$ cat src/rtl/cpu_pkg.sv
// Shared types and constants for the data-memory access controller.
// Latency: n/a (declarations only).
// Backpressure: n/a.
package cpu_pkg;

    localparam int unsigned TIMEOUT_DEF = 16;
    localparam int unsigned CNT_W       = 8;

    typedef enum logic [1:0] {
        ST_IDLE   = 2'd0,
        ST_ACCESS = 2'd1,
        ST_DONE   = 2'd2,
        ST_ABORT  = 2'd3
    } state_t;

    // Command captured in IDLE and held for the whole access.
    typedef struct packed {
        logic        we;
        logic [31:0] addr;
        logic [31:0] wdata;
    } mem_cmd_t;

endpackage

$ cat src/rtl/wait_timer.sv
// Wait-cycle counter with synchronous clear, count enable and terminal count.
// Latency: tc_o is combinational from the registered count.
// Backpressure: none; the owner stops enabling at terminal count, so it never wraps.
module wait_timer
    import cpu_pkg::*;
#(
    parameter int unsigned TIMEOUT = TIMEOUT_DEF
) (
    input  logic clk_i,
    input  logic rst_i,
    input  logic clr_i,
    input  logic en_i,
    output logic tc_o
);

    localparam logic [CNT_W-1:0] TC_VAL = CNT_W'(TIMEOUT - 1);

    logic [CNT_W-1:0] cnt_q, cnt_d;

    always_comb begin
        cnt_d = cnt_q;
        if (clr_i) begin
            cnt_d = '0;
        end else if (en_i) begin
            cnt_d = cnt_q + CNT_W'(1);
        end
    end

    always_ff @(posedge clk_i or negedge rst_i) begin
        if (!rst_i) begin
            cnt_q <= '0;
        end else begin
            cnt_q <= cnt_d;
        end
    end

    assign tc_o = (cnt_q == TC_VAL);

endmodule

$ cat src/rtl/mem_access_ctrl.sv
// MEM-stage data-memory access controller: latches a load/store and waits for mem_ready_i.
// Latency: N+2 stall cycles for a ready after N wait cycles; aborts after TIMEOUT ACCESS cycles.
// Backpressure: stall_o freezes the upstream pipeline while a command is pending or in ACCESS.
module mem_access_ctrl
    import cpu_pkg::*;
#(
    parameter int unsigned TIMEOUT = TIMEOUT_DEF
) (
    input  logic        clk_i,
    input  logic        rst_i,
    input  logic        MemRead_i,
    input  logic        MemWrite_i,
    input  logic [31:0] addr_i,
    input  logic [31:0] wdata_i,
    input  logic        mem_ready_i,
    input  logic [31:0] mem_rdata_i,
    output logic        mem_req_o,
    output logic        mem_we_o,
    output logic [31:0] mem_addr_o,
    output logic [31:0] mem_wdata_o,
    output logic        stall_o,
    output logic        wb_bubble_o,
    output logic [31:0] data_o,
    output logic        timeout_o,
    output logic        err_o
);

    state_t      state_q, state_d;
    mem_cmd_t    cmd_q, cmd_d;
    logic [31:0] data_q, data_d;
    logic        err_q, err_d;
    logic        cnt_clr, cnt_en, cnt_tc;
    logic        cmd_vld;

    assign cmd_vld = MemRead_i | MemWrite_i;

    wait_timer #(
        .TIMEOUT (TIMEOUT)
    ) u_wait_timer (
        .clk_i (clk_i),
        .rst_i (rst_i),
        .clr_i (cnt_clr),
        .en_i  (cnt_en),
        .tc_o  (cnt_tc)
    );

    always_comb begin
        state_d = state_q;
        cmd_d   = cmd_q;
        data_d  = data_q;
        err_d   = err_q;
        cnt_clr = 1'b0;
        cnt_en  = 1'b0;
        case (state_q)
            ST_IDLE: begin
                if (cmd_vld) begin
                    state_d = ST_ACCESS;
                    // A simultaneous read+write request is issued as a write.
                    cmd_d   = '{we: MemWrite_i, addr: addr_i, wdata: wdata_i};
                    cnt_clr = 1'b1;
                end
            end
            ST_ACCESS: begin
                // Ready wins over a timeout landing in the same cycle.
                if (mem_ready_i) begin
                    state_d = ST_DONE;
                    if (!cmd_q.we) begin
                        data_d = mem_rdata_i;
                    end
                end else if (cnt_tc) begin
                    state_d = ST_ABORT;
                    data_d  = '0;
                    err_d   = 1'b1;
                end else begin
                    cnt_en = 1'b1;
                end
            end
            default: state_d = ST_IDLE;
        endcase
    end

    always_ff @(posedge clk_i or negedge rst_i) begin
        if (!rst_i) begin
            state_q <= ST_IDLE;
            cmd_q   <= '0;
            data_q  <= '0;
            err_q   <= 1'b0;
        end else begin
            state_q <= state_d;
            cmd_q   <= cmd_d;
            data_q  <= data_d;
            err_q   <= err_d;
        end
    end

    assign mem_req_o   = (state_q == ST_ACCESS);
    assign mem_we_o    = (state_q == ST_ACCESS) & cmd_q.we;
    assign mem_addr_o  = cmd_q.addr;
    assign mem_wdata_o = cmd_q.wdata;
    assign stall_o     = ((state_q == ST_IDLE) & cmd_vld) | (state_q == ST_ACCESS);
    assign wb_bubble_o = stall_o;
    assign data_o      = data_q;
    assign timeout_o   = (state_q == ST_ABORT);
    assign err_o       = err_q;

endmodule
$ cat config.mk
export PLATFORM = sky130hd
export DESIGN_NAME = mem_access_ctrl
export DESIGN_NICKNAME = d
export VERILOG_FILES = /design/src/rtl/cpu_pkg.sv /design/src/rtl/wait_timer.sv /design/src/rtl/mem_access_ctrl.sv
export SDC_FILE = /design/constraint.sdc
export NUM_CORES = 1
export LEC_CHECK = 0
export BUFFER_PORTS_ARGS = -buffer_cell sky130_fd_sc_hd__buf_2
export CORE_MARGIN = 2
export CORE_UTILIZATION = 25
export CTS_BUF_LIST = sky130_fd_sc_hd__clkbuf_16
export CTS_CLUSTER_SIZE = 24
export DETAILED_ROUTE_END_ITERATION = 8
export MAX_ROUTING_LAYER = met4
export PLACE_DENSITY = 0.52
export SYNTH_ARGS = -nofsm -noshare
export SYNTH_HDL_FRONTEND = slang
export SYNTH_SLANG_ARGS = --single-unit
$ cat constraint.sdc
create_clock -name clk_i -period 3.02 [get_ports clk_i]
set_clock_uncertainty 0.15 [all_clocks]
set_input_delay 0.302 -clock clk_i [delete_from_list [all_inputs] [get_ports clk_i]]
set_output_delay 0.302 -clock clk_i [all_outputs]
set_load 0.005 [all_outputs]
Yosys cells after proc, flatten, opt, wreduce, memory -nomap -nowiden:

Index checks and enable logic that the tools add are counted.

* input port bits: 101
* memories: 0
* memory bits (writable): 0
* output and inout bits: 102
* ROM bits: 0
* latch bits: 0
* word-level logic and storage cells: 40
* register bits: 108

* eq/ne operators: 6
* reductions and logical operators: 7
* divide/modulo/power cells: 0
* bitwise logic cells: 5
* multiply operators: 0
* add/sub/neg operators: 1
* shift operators: 0
* $lt $le $gt $ge: 0
* multiplexer cells: 14

Operator list (number)
* $mux W32: 3
* $mux W8: 2
* $add A8 B1 Y8 const B: 1
* $eq A8 B4 Y1 const B: 1
* $mux W2: 3
* $reduce_and A3 Y1: 2
* $mux W1: 5
* $ne A2 B2 Y1 const B: 2
* $pmux W2 S2: 1
* $reduce_and A2 Y1: 2
* $reduce_bool A2 Y1: 2
* $ne A3 B2 Y1 const B: 1
* $and A1 B1 Y1: 2
* $eq A2 B1 Y1 const B: 1
* $eq A2 B2 Y1 const B: 1
* $logic_not A2 Y1: 1
* $or A1 B1 Y1: 2
* $not A1 Y1: 1

Longest topological paths before layout:

* depth after elaboration: 6
* mapped depth: 6
* gate-level depth less buffers: 4

Hierarchy:

Synthesis repeated with hierarchy kept, for this count alone.

* cells, all modules: 396
* area, all modules: 4952.2 um^2

Modules (own cells, without submodules)
* mem_access_ctrl: cells each 357, seq. area each 2502.4 um^2, times used 1, area each 4558.1 um^2
* wait_timer: cells each 39, seq. area each 200.2 um^2, times used 1, area each 394.1 um^2

Worst setup path after synthesis:

No wires, ideal clock.

* path kind: flip-flop to flip-flop
* start point: register u_wait_timer.cnt_q[0]
* end point: register data_q[10], in the netlist data_o[10]
* library setup time: 126 ps
* buffers on the path: 2
* required time: 2744 ps
* stages on the path, launching flop included: 7
* arrival time: 1562 ps
* setup slack: 1183 ps
* clock period less this slack: 1837 ps
* path through: dfrtp_1 > ha_1 > and3_1 > clkbuf_1 > a31oi_4 > buf_6 > a221o_1

* word-level cells in the longest chain between the ends: 3

RTL lines
* start: declaration: line wait_timer.sv:18 `logic [CNT_W-1:0] cnt_q, cnt_d;`
* start signal: assignment: line wait_timer.sv:33 `cnt_q <= cnt_d;`
* $eq A8 B4 Y1: line wait_timer.sv:37 `assign tc_o = (cnt_q == TC_VAL);`
* $reduce_bool A2 Y1 (no line)
* $reduce_and A3 Y1 (no line)
* end signal: assignment: line mem_access_ctrl.sv:91 `data_q <= data_d;`
* end: declaration: line mem_access_ctrl.sv:30 `logic [31:0] data_q, data_d;`

No other way between the ends.
A chain may end at the register's enable or synchronous reset.

Worst setup path in the final report:

* start point: register state_q[1]
* end point: output mem_we_o

* word-level cells in the longest chain between the ends: 2

RTL lines
* start: declaration: line mem_access_ctrl.sv:28 `state_t state_q, state_d;`
* start signal: assignment: line mem_access_ctrl.sv:89 `state_q <= state_d;`
* $eq A2 B1 Y1: line mem_access_ctrl.sv:97 `assign mem_we_o = (state_q == ST_ACCESS) & cmd_q.we;`
* $and A1 B1 Y1: line mem_access_ctrl.sv:97
* end: declaration: line mem_access_ctrl.sv:18 `output logic mem_we_o,`

No other way between the ends.

==> summary.md <==
| Metric | Value |
|---|---|
| GRT overflow | 0 |
| Reg power frac | 0.406 |
| Final period utilization | 0.7578 |
| Crit path from | state_q[1] |
| Die span in x | between 100 and 150 um |
| Final hold slack | between 20 and 30 ps |
| Logic gate share of total power | 0.395 |
| Most used routing layer | met2 |
| Critical path class | reg -> out |
| R2r setup slk | between 900 and 1000 ps |
| Core area | between 15000 and 20000 um^2 |
| Worst-Margin Slew | approximately 690 ps |
| Final WL | 10.99 mm |
| Fin. Hold Viols | 0 |
| Met3 usage | 0.02534 |
| Worst R2R Start | u_wait_timer.cnt_q[4] |
| Commonest non-fill, non-tap cell in the layout | buf_2 |
| Crit start category | register |
| Mapped cell area | roughly 5000 um^2 |
| Seq/Total Area, Yosys | 0.5459 |
| Worst hold-check path type | in -> reg |
| Placer Congestion | just over 0.7 |
| Power density cells | around 1000 nW/um^2 |
| Initial antenna violation count | 1 |
| Syn nets | approximately 480 |
| Post-synthesis sequential element count | 108 |
| Fmax | 0.4370 GHz |
| Via count | ~3300 |
| TritonCTS clock tree | yes |
| Die Span Y | 144.7 um |
| Area grow syn2layout | 22.62% |
| Nets@finish | 613 |
| WL/cell | about 14 um |
| Met1 global-route usage | 0.1271 |
| Clk_lat worst skew | between 300 and 400 ps |
| Global Route Usage Sum | 0.1036 |
| Syn avg cell area | 13.13 um^2 |
| Buffers & Inverters on Critical Path | 3 |
| CP arrival | about 1800 ps |
| Vias per Instance | about 4.2 |
| Drt pass-1 iters | 4 |
| Layout cells sized above 1 | 0.5689 |
| Pin count of the biggest net entering global routing | 63 |
| Pleak | 2.700 nW |
| Max Cap Violations | 0 |
| Crit-path max cell delay | about 400 ps |
| Final Max Tran Viols | 0 |
| Dpl cells | ~760 |
| Dpl cell area | about 5800 um^2 |
| Most frequent cells in the layout | buf_2, dfrtp_1, mux2_2 |
| Worst rel slew slack | 0.5417 |
| Clock root cell | clkbuf_16 |
| First-pass GRT wire length | 16.38 mm |
| CP top delay family | buffers and inverters |
| IO Pins | 203 |
| Clock buffer depth | 2 |
| Final Non-Filler Cells | between 700 and 800 |
| Fin util | 0.3119 |
| RSZ-0062 raised after global routing | false |
| Grt met2 use | 0.1606 |
| IO buf count | between 200 and 250 |
| Drt drc | 0 |
| Crit-path cells | nand2b_1, buf_4, inv_1, and2_1, buf_2 |
| Sink Count | between 100 and 150 |
| Clock network power share | 0.199 |
| Hold Crit Start | mem_rdata_i[27] |
| Vias in the first global route | about 3200 |
| Post_cts resized | 0 |
| Total CTS buffers | 9 |
| CP max-delay cell | dfrtp_1 |
| CP Capture Type | output pin |
| Post-synthesis cell count | approximately 380 |
| CP Data Required Time | 2570 ps |
| Initial drt markers | between 100 and 150 |
| Final setup viols | 0 |
| Switching Share | 0.3139 |
| Setup TNS | 0 ps |
| Post-layout min period | around 2300 ps |
| Final HPWL DP | 7.875 mm |
| Clock transition at path regs | about 80 ps |
| Status | completed |
| Psw | between 1.5 and 2 mW |
| H-tree depth | 3 |
| Post-synthesis cell type count | 39 |
| Warnings from Yosys | 0 |
| Max FO, Critical Path | 36 |
| Design area | about 6100 um^2 |
| Initial Utilization | 0.2544 |
| Row cnt | slightly above 50 |
| Die area | between 20000 and 25000 um^2 |
| VDD IR-drop max | slightly below 300 uV |
| Post-DRT Antenna Nets | 0 |
| P_int | 4.265 mW |
[what timing repair did]
action / in CTS / in global routing
hold buffers: 1 / 0
hold endpoints to repair: 49 / 0
buffers inserted: 0 / 0
setup endpoints to repair: 0 / 0
[sequential cells by signal (all words and copies together) (netlist names)]
signal              count
cmd_q                   1
data_o                 32
err_o                   1
mem_addr_o             32
mem_wdata_o            32
state_q                 2
u_wait_timer.cnt_q      8
[per-stage QoR]
step / total power, mW / setup slack, ps
5_1_grt: 6.694 / 581.7
6_report: 6.217 / 731.6
3_5_place_dp: 5.070 / 959.1
3_3_place_gp: 4.976 / 980.0
4_1_cts: 6.345 / 707.0
2_1_floorplan: 4.600 / 1183
[path summary, 6_finish.rpt]
path,endpoint,cells past startpoint
min reg2reg,err_o,1
min,data_o[27],2
min in group asynchronous,mem_wdata_o[31],2
max in group asynchronous,mem_addr_o[8],3
max,mem_we_o,5
max reg2reg,data_o[31],4
[final cells by class]
type / instances / area (um^2)
timing repair buffer: 209 / 1094
inverter: 3 / 11.26
sequential: 108 / 2703
clock buffer: 9 / 225.2
antenna: 1 / 2.502
multi-input combinational: 180 / 1623
clock inverter: 6 / 81.33
tap: 265 / 331.6
fill: 1964 / 13390
[Yosys cell counts (all sizes together)]
cell	count	share of area
and3	1	0.0013
nor3	2	0.0020
ha	1	0.0025
a221o	32	0.065
nand3	1	0.0010
a31oi	1	0.0043
or2	1	0.0013
a22o	1	0.0018
a211oi	1	0.0015
nand2b	1	0.0013
dfrtp	108	0.55
nor3b	1	0.0015
nor2	4	0.0035
nor4	2	0.0056
and2	34	0.043
inv	3	0.0023
a2111oi	1	0.0018
buf	79	0.12
nand4	1	0.0013
or4	1	0.0015
nor2b	1	0.0013
or4b	1	0.0020
nand4b	1	0.0018
clkbuf	7	0.0053
a31o	1	0.0018
o21ai	7	0.0071
mux2i	5	0.010
o21bai	2	0.0030
a21oi	4	0.0040
nand2	5	0.0038
a211o	1	0.0020
o31ai	2	0.0030
mux2	64	0.15
[logic make-up after synthesis]
family,synth area share
compound gates,0.09553
flops,0.5459
buf+inv,0.1284
simple gates,0.07203
mux,0.1557
fa+ha+maj,0.002527
[power by group through the flow]
stage / sequential (mW) / clock [mW] / combinational (mW)
final: 2.53 / 1.24 / 2.46
after global routing: 2.63 / 1.35 / 2.71
after CTS: 2.54 / 1.29 / 2.52
after detailed placement: 2.56 / 0 / 2.51
after global placement: 2.53 / 0 / 2.45
after floorplan: 2.50 / 0 / 2.11
[per-layer routing]
| layer | vias to the layer above | part of all wire |
|---|---|---|
| li1 | 1544 | - |
| met5 | - | 0 |
| met4 | 0 | 0.023 |
| met1 | 1628 | 0.44 |
| met3 | 16 | 0.063 |
| met2 | 127 | 0.48 |
(Power assumes the default switching activity.)
